==> src/rtl/riscv_lsu_ctrl_pkg.sv <==
// Shared encodings for the load/store controller: decoder memory sizes and FSM states.
// The size values match the decoder's mem_size (funct3) field.
package riscv_lsu_ctrl_pkg;

    localparam logic [2:0] LSU_B  = 3'd0;
    localparam logic [2:0] LSU_H  = 3'd1;
    localparam logic [2:0] LSU_W  = 3'd2;
    localparam logic [2:0] LSU_BU = 3'd4;
    localparam logic [2:0] LSU_HU = 3'd5;

    localparam logic [1:0] StIdle   = 2'd0;
    localparam logic [1:0] StAccess = 2'd1;
    localparam logic [1:0] StDone   = 2'd2;

endpackage

==> src/rtl/lsu_data_align.sv <==
// Combinational lane logic: request misalignment check, byte enables, store-lane
// replication and load-lane extraction with sign/zero extension.
module lsu_data_align
    import riscv_lsu_ctrl_pkg::*;
(
    input  logic [1:0]  req_off,
    input  logic [2:0]  req_size,
    input  logic [1:0]  acc_off,
    input  logic [2:0]  acc_size,
    input  logic [31:0] acc_wd,
    input  logic [31:0] rd_word,
    output logic        misaligned,
    output logic [3:0]  be,
    output logic [31:0] wd_lane,
    output logic [31:0] rd_ext
);

    logic [7:0]  byte_lane;
    logic [15:0] half_lane;
    logic        sext;

    always_comb begin
        misaligned = 1'b0;
        case (req_size)
            LSU_B, LSU_BU: misaligned = 1'b0;
            LSU_H, LSU_HU: misaligned = req_off[0];
            LSU_W:         misaligned = (req_off != 2'b00);
            default:       misaligned = 1'b1;
        endcase
    end

    // acc_size[1:0] distinguishes byte/half/word; bit 2 marks the unsigned loads
    always_comb begin
        be      = 4'b1111;
        wd_lane = acc_wd;
        unique case (acc_size[1:0])
            2'd0: begin
                be      = 4'b0001 << acc_off;
                wd_lane = {4{acc_wd[7:0]}};
            end
            2'd1: begin
                be      = 4'b0011 << acc_off;
                wd_lane = {2{acc_wd[15:0]}};
            end
            default: begin
                be      = 4'b1111;
                wd_lane = acc_wd;
            end
        endcase
    end

    assign byte_lane = rd_word[{acc_off, 3'b000} +: 8];
    assign half_lane = rd_word[{acc_off[1], 4'b0000} +: 16];
    assign sext      = ~acc_size[2];

    always_comb begin
        rd_ext = rd_word;
        unique case (acc_size[1:0])
            2'd0:    rd_ext = {{24{byte_lane[7] & sext}}, byte_lane};
            2'd1:    rd_ext = {{16{half_lane[15] & sext}}, half_lane};
            default: rd_ext = rd_word;
        endcase
    end

endmodule

==> src/rtl/riscv_lsu_ctrl.sv <==
// Load/store controller: latches a core memory request, runs one handshaked bus
// transfer with a timeout, and returns extended load data while stalling the PC.
module riscv_lsu_ctrl
    import riscv_lsu_ctrl_pkg::*;
#(
    parameter int unsigned MAX_WAIT = 15
) (
    input  logic        clk_i,
    input  logic        reset_i,
    input  logic        core_req_i,
    input  logic        core_we_i,
    input  logic [2:0]  core_size_i,
    input  logic [31:0] core_addr_i,
    input  logic [31:0] core_wd_i,
    output logic [31:0] core_rd_o,
    output logic        core_stall_o,
    output logic        core_misaligned_o,
    output logic        core_bus_err_o,
    output logic        mem_req_o,
    output logic        mem_we_o,
    output logic [3:0]  mem_be_o,
    output logic [31:0] mem_addr_o,
    output logic [31:0] mem_wd_o,
    input  logic [31:0] mem_rd_i,
    input  logic        mem_ready_i
);

    localparam int unsigned CntW = $clog2(MAX_WAIT + 1);
    localparam logic [CntW-1:0] CntMax = CntW'(MAX_WAIT);

    logic [1:0]      state_q, state_d;
    logic [31:0]     addr_q, addr_d;
    logic [2:0]      size_q, size_d;
    logic            we_q, we_d;
    logic [31:0]     wd_q, wd_d;
    logic [CntW-1:0] cnt_q, cnt_d;
    logic [31:0]     rd_q, rd_d;
    logic            err_q, err_d;

    logic            req_misaligned;
    logic [3:0]      be;
    logic [31:0]     wd_lane;
    logic [31:0]     rd_ext;
    logic            idle_req;
    logic            accept;
    logic            in_access;

    lsu_data_align u_align (
        .req_off    (core_addr_i[1:0]),
        .req_size   (core_size_i),
        .acc_off    (addr_q[1:0]),
        .acc_size   (size_q),
        .acc_wd     (wd_q),
        .rd_word    (mem_rd_i),
        .misaligned (req_misaligned),
        .be         (be),
        .wd_lane    (wd_lane),
        .rd_ext     (rd_ext)
    );

    // Reset gating keeps the combinational handshake quiet while reset is held
    assign idle_req  = (state_q == StIdle) && core_req_i && !reset_i;
    assign accept    = idle_req && !req_misaligned;
    assign in_access = (state_q == StAccess);

    always_comb begin
        state_d = state_q;
        addr_d  = addr_q;
        size_d  = size_q;
        we_d    = we_q;
        wd_d    = wd_q;
        cnt_d   = cnt_q;
        rd_d    = rd_q;
        err_d   = err_q;
        unique case (state_q)
            StIdle: begin
                if (accept) begin
                    addr_d  = core_addr_i;
                    size_d  = core_size_i;
                    we_d    = core_we_i;
                    wd_d    = core_wd_i;
                    cnt_d   = '0;
                    state_d = StAccess;
                end
            end
            StAccess: begin
                // A ready in the final wait cycle still wins over the timeout
                if (mem_ready_i) begin
                    if (!we_q) begin
                        rd_d = rd_ext;
                    end
                    err_d   = 1'b0;
                    state_d = StDone;
                end else if (cnt_q == CntMax) begin
                    rd_d    = '0;
                    err_d   = 1'b1;
                    state_d = StDone;
                end else begin
                    cnt_d = cnt_q + 1'b1;
                end
            end
            StDone: begin
                err_d   = 1'b0;
                state_d = StIdle;
            end
            default: state_d = StIdle;
        endcase
    end

    always_ff @(posedge clk_i or posedge reset_i) begin
        if (reset_i) begin
            state_q <= StIdle;
            addr_q  <= '0;
            size_q  <= '0;
            we_q    <= 1'b0;
            wd_q    <= '0;
            cnt_q   <= '0;
            rd_q    <= '0;
            err_q   <= 1'b0;
        end else begin
            state_q <= state_d;
            addr_q  <= addr_d;
            size_q  <= size_d;
            we_q    <= we_d;
            wd_q    <= wd_d;
            cnt_q   <= cnt_d;
            rd_q    <= rd_d;
            err_q   <= err_d;
        end
    end

    assign core_stall_o      = in_access || accept;
    assign core_misaligned_o = idle_req && req_misaligned;
    assign core_rd_o         = rd_q;
    assign core_bus_err_o    = err_q;

    assign mem_req_o  = in_access;
    assign mem_we_o   = in_access && we_q;
    assign mem_be_o   = in_access ? be : 4'b0000;
    assign mem_addr_o = in_access ? {addr_q[31:2], 2'b00} : 32'h0;
    assign mem_wd_o   = in_access ? wd_lane : 32'h0;

endmodule

==> config.mk <==
export PLATFORM = sky130hd
export DESIGN_NAME = riscv_lsu_ctrl
export DESIGN_NICKNAME = d
export VERILOG_FILES = /design/src/rtl/riscv_lsu_ctrl_pkg.sv /design/src/rtl/lsu_data_align.sv /design/src/rtl/riscv_lsu_ctrl.sv
export SDC_FILE = /design/constraint.sdc
export NUM_CORES = 1
export LEC_CHECK = 0
export CAP_MARGIN = 10
export CELL_PAD_IN_SITES_DETAIL_PLACEMENT = 1
export CELL_PAD_IN_SITES_GLOBAL_PLACEMENT = 1
export CORE_ASPECT_RATIO = 0.9
export CORE_UTILIZATION = 30
export DETAILED_ROUTE_END_ITERATION = 8
export GPL_ROUTABILITY_DRIVEN = 0
export GPL_TIMING_DRIVEN = 0
export PLACE_DENSITY_LB_ADDON = 0.1
export SLEW_MARGIN = 20
export SYNTH_ARGS = -nofsm -noshare
export SYNTH_HDL_FRONTEND = slang
export SYNTH_SLANG_ARGS = --single-unit
==> constraint.sdc <==
create_clock -name clk_i -period 3.46 [get_ports clk_i]
set_input_delay 0.692 -clock clk_i [delete_from_list [all_inputs] [get_ports clk_i]]
set_output_delay 0.692 -clock clk_i [all_outputs]
set_load 0.05 [all_outputs]
== Word level (Yosys, flattened, before mapping) ==
Index checks and enable logic that the tools add are counted.
Cells by class
  add/sub/neg operators: 1
  equality and inequality tests: 13
  shifts and indexed selects: 4
  mux-type cells: 21
  bitwise logic cells: 3
  reduce and logical (&&, ||, !) cells: 22
Operators by type and width (count)
  $mux W32: 5
  $pmux W32 S2: 2
  $shiftx A32 B6 Y16: 1
  $shiftx A32 B6 Y8: 1
  $mux W4: 4
  $pmux W4 S2: 2
  $ne A2 B2 Y1 const B: 4
  $reduce_bool A2 Y1: 4
  $eq A3 B3 Y1 const B: 2
  $mux W2: 3
  $reduce_and A2 Y1: 3
  $logic_and A1 B1 Y1: 5
  $add A4 B1 Y4 const B: 1
  $eq A2 B1 Y1 const B: 2
  $eq A4 B4 Y1 const B: 1
  $logic_not A2 Y1: 2
  $pmux W2 S2: 1
  $reduce_and A4 Y1: 1
  $reduce_or A2 Y1: 2
  $shl A1 B2 Y4 const A: 1
  $shl A2 B2 Y4 const A: 1
  $eq A3 B1 Y1 const B: 1
  $eq A3 B2 Y1 const B: 1
  $logic_not A3 Y1: 1
  other kinds (10): 13
Word-level totals
  register bits after elaboration: 107
  bits of input ports: 104
  output and inout bits: 105
  logic and storage cells: 72

== Depth between registers and ports, before layout ==
  depth after elaboration: 7
  mapped depth: 8
  mapped depth without buffers: 6

== Hierarchy ==
From an unflattened synthesis, not the netlist that was laid out.
Second synthesis, totals
  cells, all modules: 774
  area total of the unflattened synthesis: 6327.3 um2
By module, submodules not included
  riscv_lsu_ctrl: times used 1, cells each 567, area each 4890.9 um2, seq. area each 2677.6 um2
  lsu_data_align: times used 1, cells each 207, area each 1436.4 um2, seq. area each 0.0 um2

== Least setup slack after synthesis ==
No wires, ideal clock.
  kind: reg-to-output
  start point: register state_q[1]
  end point: output port mem_be_o[2]
  data arrival time: 2301 ps
  path slack: 467 ps
  cell stages (with the launch flop): 7
  path buffers: 2
  cells stage by stage: dfrtp_1 > inv_1 > ha_1 > buf_2 > inv_1 > clkbuf_1 > a31oi_1
Between the ends
  longest elaborated chain between the ends: 2
RTL lines
  start, declared: line riscv_lsu_ctrl.sv:31  | logic [1:0] state_q, state_d;
  start signal, assigned: line riscv_lsu_ctrl.sv:112  | state_q <= StIdle;
  start signal, assigned: line riscv_lsu_ctrl.sv:121  | state_q <= state_d;
  $eq A2 B1 Y1: line riscv_lsu_ctrl.sv:64  | assign in_access = (state_q == StAccess);
  named net mem_req_o: line riscv_lsu_ctrl.sv:19  | output logic mem_req_o,
  $mux W4: line riscv_lsu_ctrl.sv:139  | assign mem_be_o = in_access ? be : 4'b0000;
  end, declared: line riscv_lsu_ctrl.sv:21  | output logic [3:0] mem_be_o,
The timed path passes the listed nets, and every way through them passes these cells.

== Worst setup path after layout ==
  start point: register state_q[1]
  end point: output port mem_addr_o[26]
Between the ends
  longest elaborated chain between the ends: 2
RTL lines
  $eq A2 B1 Y1: line riscv_lsu_ctrl.sv:64
  $mux W32: line riscv_lsu_ctrl.sv:140  | assign mem_addr_o = in_access ? {addr_q[31:2], 2'b00} : 32'h0;
  end, declared: line riscv_lsu_ctrl.sv:22  | output logic [31:0] mem_addr_o,
No other way between the ends.

==> results.txt <==
Starting Density = 30.9%
Ratio of routed vias to standard cells = 4.86
Static power due to leakage = 4.12 nW
Width of the die = 145 µm
Area taken by flip-flops and latches = 0.00268 mm²
Proportion of netlist area held by the largest area contributor = 48.8%
Period utilization = 94.7%
Bufs on Longest Clock Path = 2
DR iter-0 viols = 119
Pre-Repair DR Iteration Count = 4
Layout filler cell count = 1911
Post-detailed-placement cell area = 0.00792 mm²
Unrepaired setup endpoints after global routing = false
Area of the core = 0.0178 mm²
Final hold violation count = 0
# hold bufs at CTS = 0
Via count of the first global-routing pass = 5052
Post-layout power = 8.44 mW
Number of H-tree levels = 3
Power per unit of standard cell area = 1020 mW/mm²
DRC = 0
GRT Util Overall = 19.8%
Number of unique standard cell types used by synthesis = 48
Relative max-transition margin = 52.2%
Cell chain of the critical path = inv_1 -> ha_1 -> buf_2 -> clkbuf_1 -> and2_1 -> clkdlybuf4s50_1
Synth-to-Final Area Change = 51.3%
Overflow left after global routing = 0
Arrival time of the worst setup path = 2580 ps
Pre-CTS setup slack = -456 ps
Finished layout cell area = 0.00830 mm²
Root cell of the clock tree = sky130_fd_sc_hd__clkbuf_16
Reg power frac = 26.5%
Logic pwr share = 61.6%
Worst path bufs/invs = 4
Cell taking the most area after synthesis = sky130_fd_sc_hd__dfrtp_1
Prevailing post-synth register cell = sky130_fd_sc_hd__dfrtp_1
WL/cell = 18.8 µm
Max Freq = 305 MHz
Crit. End Element = primary output
Total wire length after detailed routing = 18200 µm
Biggest cell delay along the critical path = 800 ps
Internal power consumption = 4.28 mW
Fin Clk Skew = 9.31 ps
IO Count = 209
Port Buffers = 206
# setup viols final = 0
Maximum number of pins on one net before global-route repair = 30
Clock group share of total power = 11.8%
Number of slew-limit violations in the final report = 0
Result of the run = finished, final reports clean
Die Footprint = 0.0188 mm²
Combined area of all synthesized cells = 0.00549 mm²
Sink count of the clock tree = 107
Number of standard-cell rows in the floorplan = 46
Number of inserted diodes = 0
Type of the worst setup path = flip-flop to primary output
Switching part of the total = 49.4%
Clock period minus final worst setup slack = 3280 ps
TNS Setup = 0 ps
Critical-path top delay cell = sky130_fd_sc_hd__clkdlybuf4s50_1
Data required time of the critical path = 2770 ps
Cell with the most instances after synthesis = sky130_fd_sc_hd__dfrtp_1
Gate count of the mapped netlist = 501
R2R Setup Slk = 1240 ps
Most frequent cells after synthesis = 107 x sky130_fd_sc_hd__dfrtp_1, 69 x sky130_fd_sc_hd__mux2_2, 40 x sky130_fd_sc_hd__and2_1
Area occupied by multi-input gates = 0.00260 mm²
Cells taking the most area after synthesis = sky130_fd_sc_hd__dfrtp_1 49%, sky130_fd_sc_hd__mux2_2 14%, sky130_fd_sc_hd__and2_1 4.6%, sky130_fd_sc_hd__mux2i_1 4.2%, sky130_fd_sc_hd__a221o_1 3.1%
NetSw = 4.17 mW
Number of flip-flops and latches in the synthesized netlist = 107
Number of nets at the end of the flow = 834
Setup WS post-layout = 184 ps
Kind of start point of the critical path = flip-flop
Clock slew seen by the registers of the worst setup and hold paths = 70 ps
Post-synthesis average cell area = 11.0 µm²
Family with the most delay on the worst path = buffers and inverters
Max capacitance violation total = 0
Post-synth EDFFs = 0
Sequential-to-total area share from yosys stat = 48.8%
Fraction of registers with async set/reset = 100%
Worst IR Drop VDD = 0.473 mV
Share of post-route cells with drive strength above 1 = 15.9%
Syn. warnings = 0
HPWL after DPL = 14000 µm
Clk Latency, worst-skew pair = 360 ps
Tightest Pin Transition = 715 ps
Initial antenna violation count = 0
Type of the tightest min-delay check = flip-flop to flip-flop
Largest fanout of any net on the critical path = 10
Num CTS Buffers = 9
Clock tree from TritonCTS = built
Height of the die = 130 µm
Remaining antenna violation count = 0
Total number of vias = 4711
First-pass GRT wire length = 28000 µm
==> power groups by stage <==
| stage | Sequential, mW | Clock [mW] | Combinational, mW |
|---|---|---|---|
| final | 2.24 | 0.999 | 5.20 |
| after global routing | 2.33 | 1.10 | 5.54 |
| after CTS | 2.24 | 1.05 | 5.28 |
| after detailed placement | 2.26 | 0 | 5.33 |
| after global placement | 2.23 | 0 | 5.23 |
| after floorplan | 2.75 | 0 | 3.03 |
==> what timing repair did <==
item                                    CTS  global route
gates resized for setup                  23            41
setup buffers                             0             3
endpoints found under the setup margin   28            48
pin swaps                                 0             1
==> routing by layer <==
layer  wire, µm  share of wire [%]  track usage (%)
met5          0                  0                0
met4        164               0.90             4.58
met3       1260                6.9             5.87
met2       8810                 48             32.7
met1       8000                 44             25.6
==> logic make-up after synthesis <==
logic type / share of synthesized area, %
simple gates: 14.2
flops: 48.8
mux: 18.8
other cells: 0.0683
fa+ha+maj: 1.14
compound gates: 13.0
buf+inv: 3.99
==> path summary, 6_finish.rpt <==
check / startpoint / depth (start not counted) / endpoint
min: addr_q[31]$_DFFE_PP0P_ / 1 / addr_q[31]$_DFFE_PP0P_
max: state_q[1]$_DFFE_PP0P_ / 6 / mem_addr_o[26]
max reg2reg: state_q[1]$_DFFE_PP0P_ / 8 / core_rd_o[17]$_DFFE_PP0P_
min reg2reg: addr_q[31]$_DFFE_PP0P_ / 1 / addr_q[31]$_DFFE_PP0P_
min in group asynchronous: reset_i / 2 / addr_q[12]$_DFFE_PP0P_
max in group asynchronous: reset_i / 4 / core_rd_o[5]$_DFFE_PP0P_
==> flip-flops by register name, summed over array words and instances (netlist names) <==
register and cells:
addr_q 32, cnt_q 4, we_q 1, wd_q 32, state_q 2, size_q 3
core_rd_o 32, core_bus_err_o 1
==> cell usage in the layout, fill, tap and decap left out, drive strengths merged, types with 9 or more instances in the layout <==
master,count
a21oi,29
a221o,17
and2,40
buf,25
clkbuf,33
clkdlybuf4s50,149
dfrtp,107
dlygate4sd2,17
dlymetal6s2s,39
inv,9
mux2,69
mux2i,23
nand2,32
nor2,31
nor2b,20
o21ai,13
==> worst register-to-register path: cells and delay by family, from the launching register on <==
family	cells	cell delay, ps
AOI/OAI and AO/OA	1	430
buffers and inverters	3	640
and+or+nand+nor	3	440
adders and majority gates	1	200
DFF	1	400
==> through the flow <==
stage	hold slack, ps	utilization [%]	instances
3_3_place_gp	469	44.2	948
3_5_place_dp	486	44.5	951
4_1_cts	503	46.0	967
5_1_grt	526	46.7	970
2_1_floorplan	471	-	502
6_report	500	46.7	970
==> layout make-up <==
type                    count  share of cell area [%]
clock inverters             5                   0.437
flip-flops and latches    107                    32.2
inverters                   8                   0.407
plain buffers              41                    2.32
multi-input cells         346                    31.3
repair buffers            212                    26.8
well taps                 240                    3.62
clock buffers              11                    2.92
(Power assumes the default switching activity.)
